===== config.mk =====
export PLATFORM = sky130hd
export DESIGN_NAME = bus_generator_arbiter_flat
export DESIGN_NICKNAME = d
export VERILOG_FILES = /design/src/rtl/bus_generator_arbiter_if.sv /design/src/rtl/bus_generator_arbiter.sv /design/src/flat_wrapper.sv
export SDC_FILE = /design/constraint.sdc
export NUM_CORES = 1
export LEC_CHECK = 0
export BUFFER_PORTS_ARGS = -buffer_cell sky130_fd_sc_hd__buf_4
export CORE_MARGIN = 2
export CORE_UTILIZATION = 24
export CTS_BUF_LIST = sky130_fd_sc_hd__clkbuf_16
export DETAILED_ROUTE_END_ITERATION = 6
export PLACE_DENSITY = 0.54
export REMOVE_ABC_BUFFERS = 1
export SYNTH_ARGS = -nofsm -noshare
export SYNTH_HDL_FRONTEND = slang
export SYNTH_SLANG_ARGS = --single-unit

===== constraint.sdc =====
create_clock -name clk -period 1.8 [get_ports clk]
set_input_delay 0 -clock clk [delete_from_list [all_inputs] [get_ports clk]]
set_output_delay 0 -clock clk [all_outputs]
set_load 0.02 [all_outputs]

===== src/rtl/bus_generator_arbiter_if.sv =====
// Device-side bundle of the shared-bus arbiter: output FIFO heads toward the bus,
// input FIFO write strobes back to the devices.
interface bus_generator_arbiter_if #(
   parameter int bits    = 1,
   parameter int drvrs   = 4,
   parameter int pckg_sz = 16
);
   logic [bits-1:0][drvrs-1:0]              pndng;
   logic [bits-1:0][drvrs-1:0][pckg_sz-1:0] D_pop;
   logic [bits-1:0][drvrs-1:0]              pop;
   logic [bits-1:0][drvrs-1:0][pckg_sz-1:0] D_push;
   logic [bits-1:0][drvrs-1:0]              push;

   modport master (
      input  pndng,
      input  D_pop,
      output pop,
      output D_push,
      output push
   );

   modport slave (
      output pndng,
      output D_pop,
      input  pop,
      input  D_push,
      input  push
   );
endinterface


===== src/rtl/bus_generator_arbiter.sv =====
// Round-robin shared-bus arbiter: per bus, pops one packet from a pending device
// and delivers it to the addressed device, or to every other device on broadcast.
module bus_generator_arbiter #(
   parameter int         bits      = 1,
   parameter int         drvrs     = 4,
   parameter int         pckg_sz   = 16,
   parameter logic [7:0] broadcast = 8'hFF
) (
   input  logic                   clk,
   input  logic                   reset,
   bus_generator_arbiter_if.master bus
);

   localparam int PW = $clog2(drvrs);

   typedef enum logic [1:0] {
      IDLE = 2'd0,
      POP  = 2'd1,
      PUSH = 2'd2
   } state_t;

   wire [bits-1:0][drvrs-1:0]              pop_w;
   wire [bits-1:0][drvrs-1:0]              push_w;
   wire [bits-1:0][drvrs-1:0][pckg_sz-1:0] dpush_w;

   assign bus.pop    = pop_w;
   assign bus.push   = push_w;
   assign bus.D_push = dpush_w;

   genvar gi;
   generate
      for (gi = 0; gi < bits; gi++) begin : g_bus
         state_t             state_reg;
         logic [PW-1:0]      ptr_reg;
         logic [PW-1:0]      src_reg;
         logic [pckg_sz-1:0] pkt_reg;
         logic [pckg_sz-1:0] dpush_reg;
         logic [drvrs-1:0]   pop_reg;
         logic [drvrs-1:0]   push_reg;

         logic [PW-1:0]      grant_idx;
         logic               grant_any;
         logic [drvrs-1:0]   push_mask;
         logic [7:0]         dst;
         int                 idx;

         // Search starts one past the last winner so every pending device is
         // served before any device wins a second time.
         always_comb begin
            grant_any = 1'b0;
            grant_idx = ptr_reg;
            idx       = 0;
            for (int k = 1; k <= drvrs; k++) begin
               idx = int'(ptr_reg) + k;
               if (idx >= drvrs) begin
                  idx = idx - drvrs;
               end
               if (!grant_any && bus.pndng[gi][idx]) begin
                  grant_any = 1'b1;
                  grant_idx = PW'(idx);
               end
            end
         end

         // Out-of-range destinations match no device, so the packet is dropped.
         always_comb begin
            push_mask = '0;
            dst       = pkt_reg[pckg_sz-1 -: 8];
            for (int d = 0; d < drvrs; d++) begin
               if (dst == broadcast) begin
                  push_mask[d] = (PW'(d) != src_reg);
               end else begin
                  push_mask[d] = (dst == 8'(d));
               end
            end
         end

         always_ff @(posedge clk) begin
            if (!reset) begin
               state_reg <= IDLE;
               ptr_reg   <= PW'(drvrs - 1);
               src_reg   <= '0;
               pkt_reg   <= '0;
               dpush_reg <= '0;
               pop_reg   <= '0;
               push_reg  <= '0;
            end else begin
               case (state_reg)
                  IDLE: begin
                     push_reg <= '0;
                     if (grant_any) begin
                        src_reg   <= grant_idx;
                        ptr_reg   <= grant_idx;
                        pkt_reg   <= bus.D_pop[gi][grant_idx];
                        pop_reg   <= {{(drvrs-1){1'b0}}, 1'b1} << grant_idx;
                        state_reg <= POP;
                     end else begin
                        pop_reg <= '0;
                     end
                  end
                  POP: begin
                     pop_reg   <= '0;
                     dpush_reg <= pkt_reg;
                     push_reg  <= push_mask;
                     state_reg <= PUSH;
                  end
                  PUSH: begin
                     push_reg  <= '0;
                     state_reg <= IDLE;
                  end
                  default: begin
                     pop_reg   <= '0;
                     push_reg  <= '0;
                     state_reg <= IDLE;
                  end
               endcase
            end
         end

         assign pop_w[gi]   = pop_reg;
         assign push_w[gi]  = push_reg;
         assign dpush_w[gi] = {drvrs{dpush_reg}};
      end
   endgenerate

endmodule


===== src/flat_wrapper.sv =====
// flat-port wrapper written by rule: the top's interface ports become plain ports
module bus_generator_arbiter_flat 
#(
   parameter int         bits      = 1,
   parameter int         drvrs     = 4,
   parameter int         pckg_sz   = 16,
   parameter logic [7:0] broadcast = 8'hFF
)
  (clk, reset, bus_pndng, bus_D_pop, bus_pop, bus_D_push, bus_push);
  bus_generator_arbiter_if #(.bits(bits), .drvrs(drvrs), .pckg_sz(pckg_sz)) bus_i ();
  input  logic clk;
  input  logic reset;
  input wire logic [$bits(bus_i.pndng)-1:0] bus_pndng;
  input wire logic [$bits(bus_i.D_pop)-1:0] bus_D_pop;
  output wire logic [$bits(bus_i.pop)-1:0] bus_pop;
  output wire logic [$bits(bus_i.D_push)-1:0] bus_D_push;
  output wire logic [$bits(bus_i.push)-1:0] bus_push;
  assign bus_i.pndng = bus_pndng;
  assign bus_i.D_pop = bus_D_pop;
  assign bus_pop = bus_i.pop;
  assign bus_D_push = bus_i.D_push;
  assign bus_push = bus_i.push;
  bus_generator_arbiter #(.bits(bits), .drvrs(drvrs), .pckg_sz(pckg_sz), .broadcast(broadcast)) u_core (.clk(clk), .reset(reset), .bus(bus_i));
endmodule

==> qor.csv <==
stage;metric;value;unit
finish;Final #Nets;493;
timing;period utilisation layout;0.930;
critical_path;crit-path max cell delay;0.36;ns
floorplanning;Die Wd;111;um
cts;Worst-path clk slew;0.07;ns
global_route;vias in the first global route;2675;
critical_path;reg2reg end;u_core.g_bus[0].pkt_reg[9];
global_route;first-pass GRT wire length;14100;um
detailed_routing;initial drt markers;159;
placed_design;Setup WS pre-CTS;0.0519;ns
run;max-cap violation count;0;
detailed_routing;wire length per cell;15.7;um
yosys;number of synthesized flops with an enable pin;0;
critical_path;crit-path leading delay family;simple AND/OR/NAND/NOR gates;
critical_path;required time of the critical path;1.97;ns
placed_design;dpl hpwl;6770;um
yosys;Mapped Avg Cell Area;8.31;um^2
timing;fmax;597;MHz
finish;Antenna Diode Count;0;
min_path;Worst Hold Endpoint;u_core.g_bus[0].pkt_reg[4];
yosys;post-synthesis register bit count;46;
critical_path;Worst R2R Start;u_core.g_bus[0].ptr_reg[0];
yosys;Post-synth ARST share;0;
critical_path;Crit Path Max Fanout;5;
finish;most common cell after layout, fill and taps aside;buf_4;
floorplanning;total die area;12200;um^2
floorplanning;Core Region;11000;um^2
global_route;gr ovfl total;0;
yosys;Synth cell types;41;
min_path;hold_sp;bus_D_pop[52];
placed_design;IO buf count;141;
cts;clk buf depth;2;
yosys;ys flop type;dfxtp_1;
floorplanning;# rows;38;
timing;worst clock skew;0.00526;ns
timing;Slew HR;0.659;
finish;share of cells above drive strength 1;0.408;
detailed_routing;drc violations;0;
floorplanning;Ports;142;
placed_design;gpl congestion;0.884;
critical_path;reg-to-reg slack, setup;0.13;ns
critical_path;Setup CP Type;flip-flop to flip-flop;
cts;clock sinks;46;
yosys;top cell type's share of synthesized area;0.338;
power;Max VDD drop;0.616;mV
yosys;sequential share of the synthesized area;0.338;
detailed_routing;Vias/cell;4.71;
detailed_routing;Pre-antenna DRT Iters;4;
critical_path;Worst R2R Path Depth;5;
timing;Final Hold Fails;0;
timing;final setup vio count;0;
global_route;largest net degree at the start of global routing;29;
timing;Slew Limit Fails;0;
critical_path;worst-path cell chain;nand2b_2 > a21oi_4 > nor3_4 > mux2_1 > a221o_1;
min_path;hold depth;3;
detailed_routing;final WL;8860;um
timing;TNS Setup;0;ns
cts;total setup buffers inserted after CTS;0;
timing;final setup margin;0.125;ns
finish;Area Growth Syn to Fin;40.8;%
cts;CTS buffer count;5;
critical_path;Slowest cell on crit path;dfxtp_2;
critical_path;Worst Path Arrival;1.85;ns
placed_design;dpl cells;556;
min_path;Hold WC Path Type;input pin to flip-flop;
timing;slew at the pin closest to its max-slew limit;0.506;ns
power;Pwr Total;3.46;mW
timing;final hold slack;0.0192;ns
yosys;synthesized cell area;2730;um^2
yosys;largest cells by area after synthesis;dfxtp_1 (34%), buf_4 (13%), nand2_1 (7.6%);
yosys;leading area contributor after synthesis;dfxtp_1;
floorplanning;Initial Util;0.248;
detailed_routing;vias post-DR;2656;
placed_design;Cell Area, Placed;3640;um^2
run_status;outcome;completed;
yosys;Synth Instances;328;
yosys;Warnings, synthesis;0;
finish;most frequent cells in the layout;buf_4 (158), nand2_1 (55), dfxtp_1 (45);
power;leakage power;1.74;nW
global_route;initial antenna violation count;0;
critical_path;startpoint types;flip-flop;
global_route;aggregate global-route resource usage;0.142;
floorplanning;die height;111;um
power;Power per Cell Area;901;nW/um^2
cts;Clk Latency, worst-skew pair;0.28;ns
timing;unrepaired setup endpoints after global routing;no;
finish;Design Area, Final;3840;um^2
critical_path;CP Capture Type;flip-flop;
timing;Final min period;1.67;ns
cts;H-tree levels;2;
detailed_routing;antenna-violating nets left;0;
critical_path;buffers and inverters on the worst path;0;
cts;clock root buffer;clkbuf_16;
cts;CTS tree;built;
finish;final std cells w/o fill;564;
finish;post-route core utilization;0.349;
what timing repair did:
item | 4_1_cts | 5_1_grt
endpoints found under the setup margin | 0 | 4
hold buffers | 0 | 0
resized for setup | 0 | 2
worst reg2reg max path: stages (launching register included):
cell      delay, ns
dfxtp_2        0.36
nand2b_2       0.17
a21oi_4        0.07
nor3_4         0.28
mux2_1         0.35
a221o_1        0.33
how the worst max path moves through the flow:
| stage | start | endpoint | slack (ns) | cells after the start |
|---|---|---|---|---|
| 2_1_floorplan | u_core.g_bus[0].ptr_reg[0] | u_core.g_bus[0].pkt_reg[9] | -0.83 | 5 |
| 3_3_place_gp | u_core.g_bus[0].ptr_reg[0] | u_core.g_bus[0].pkt_reg[9] | 0.07 | 5 |
| 3_5_place_dp | u_core.g_bus[0].ptr_reg[0] | u_core.g_bus[0].pkt_reg[9] | 0.05 | 5 |
| 4_1_cts | u_core.g_bus[0].ptr_reg[0] | u_core.g_bus[0].pkt_reg[9] | 0.04 | 5 |
| 5_1_grt | u_core.g_bus[0].ptr_reg[1] | u_core.g_bus[0].pkt_reg[9] | 0.03 | 4 |
| 6_report | u_core.g_bus[0].ptr_reg[0] | u_core.g_bus[0].pkt_reg[9] | 0.13 | 5 |
Yosys cell counts (7+ instances only):
cell type and number:
a21boi_0 9, clkbuf_1 14, nand4_1 18, o211ai_1 13, nand2_1 55, a21oi_1 8, nor2b_1 8, mux2i_1 14
nor2_1 9, a21boi_1 7, buf_4 49, dfxtp_1 46, o31ai_1 16, a21o_1 14
metal layers:
layer	GRT usage	share of wire
met1	0.184	0.45
met5	0	0
met2	0.241	0.48
met3	0.0313	0.061
met4	0.0342	0.0090
kinds of logic (layout without fill, tap and decap cells):
kind of cell	Yosys count	count (layout)	synth area share
AO/OA/AOI/OAI	86	86	0.232
buffers and inverters	73	169	0.176
flip-flops	46	46	0.338
multiplexers	17	17	0.0638
AND/OR/NAND/NOR	106	106	0.190
layout make-up:
type,instances,area (um^2)
clock inverter,3,68.8
clock buffer,5,125
fill,1143,7150
timing repair buffer,159,1210
multi-input combinational,209,1330
inverter,2,7.51
sequential,46,922
tap,140,175
report_power, final:
| group | internal, mW | switching (mW) |
|---|---|---|
| Sequential | 1.13 | 0.115 |
| Combinational | 0.473 | 0.535 |
| Clock | 0.798 | 0.401 |
(Power assumes the default switching activity.)
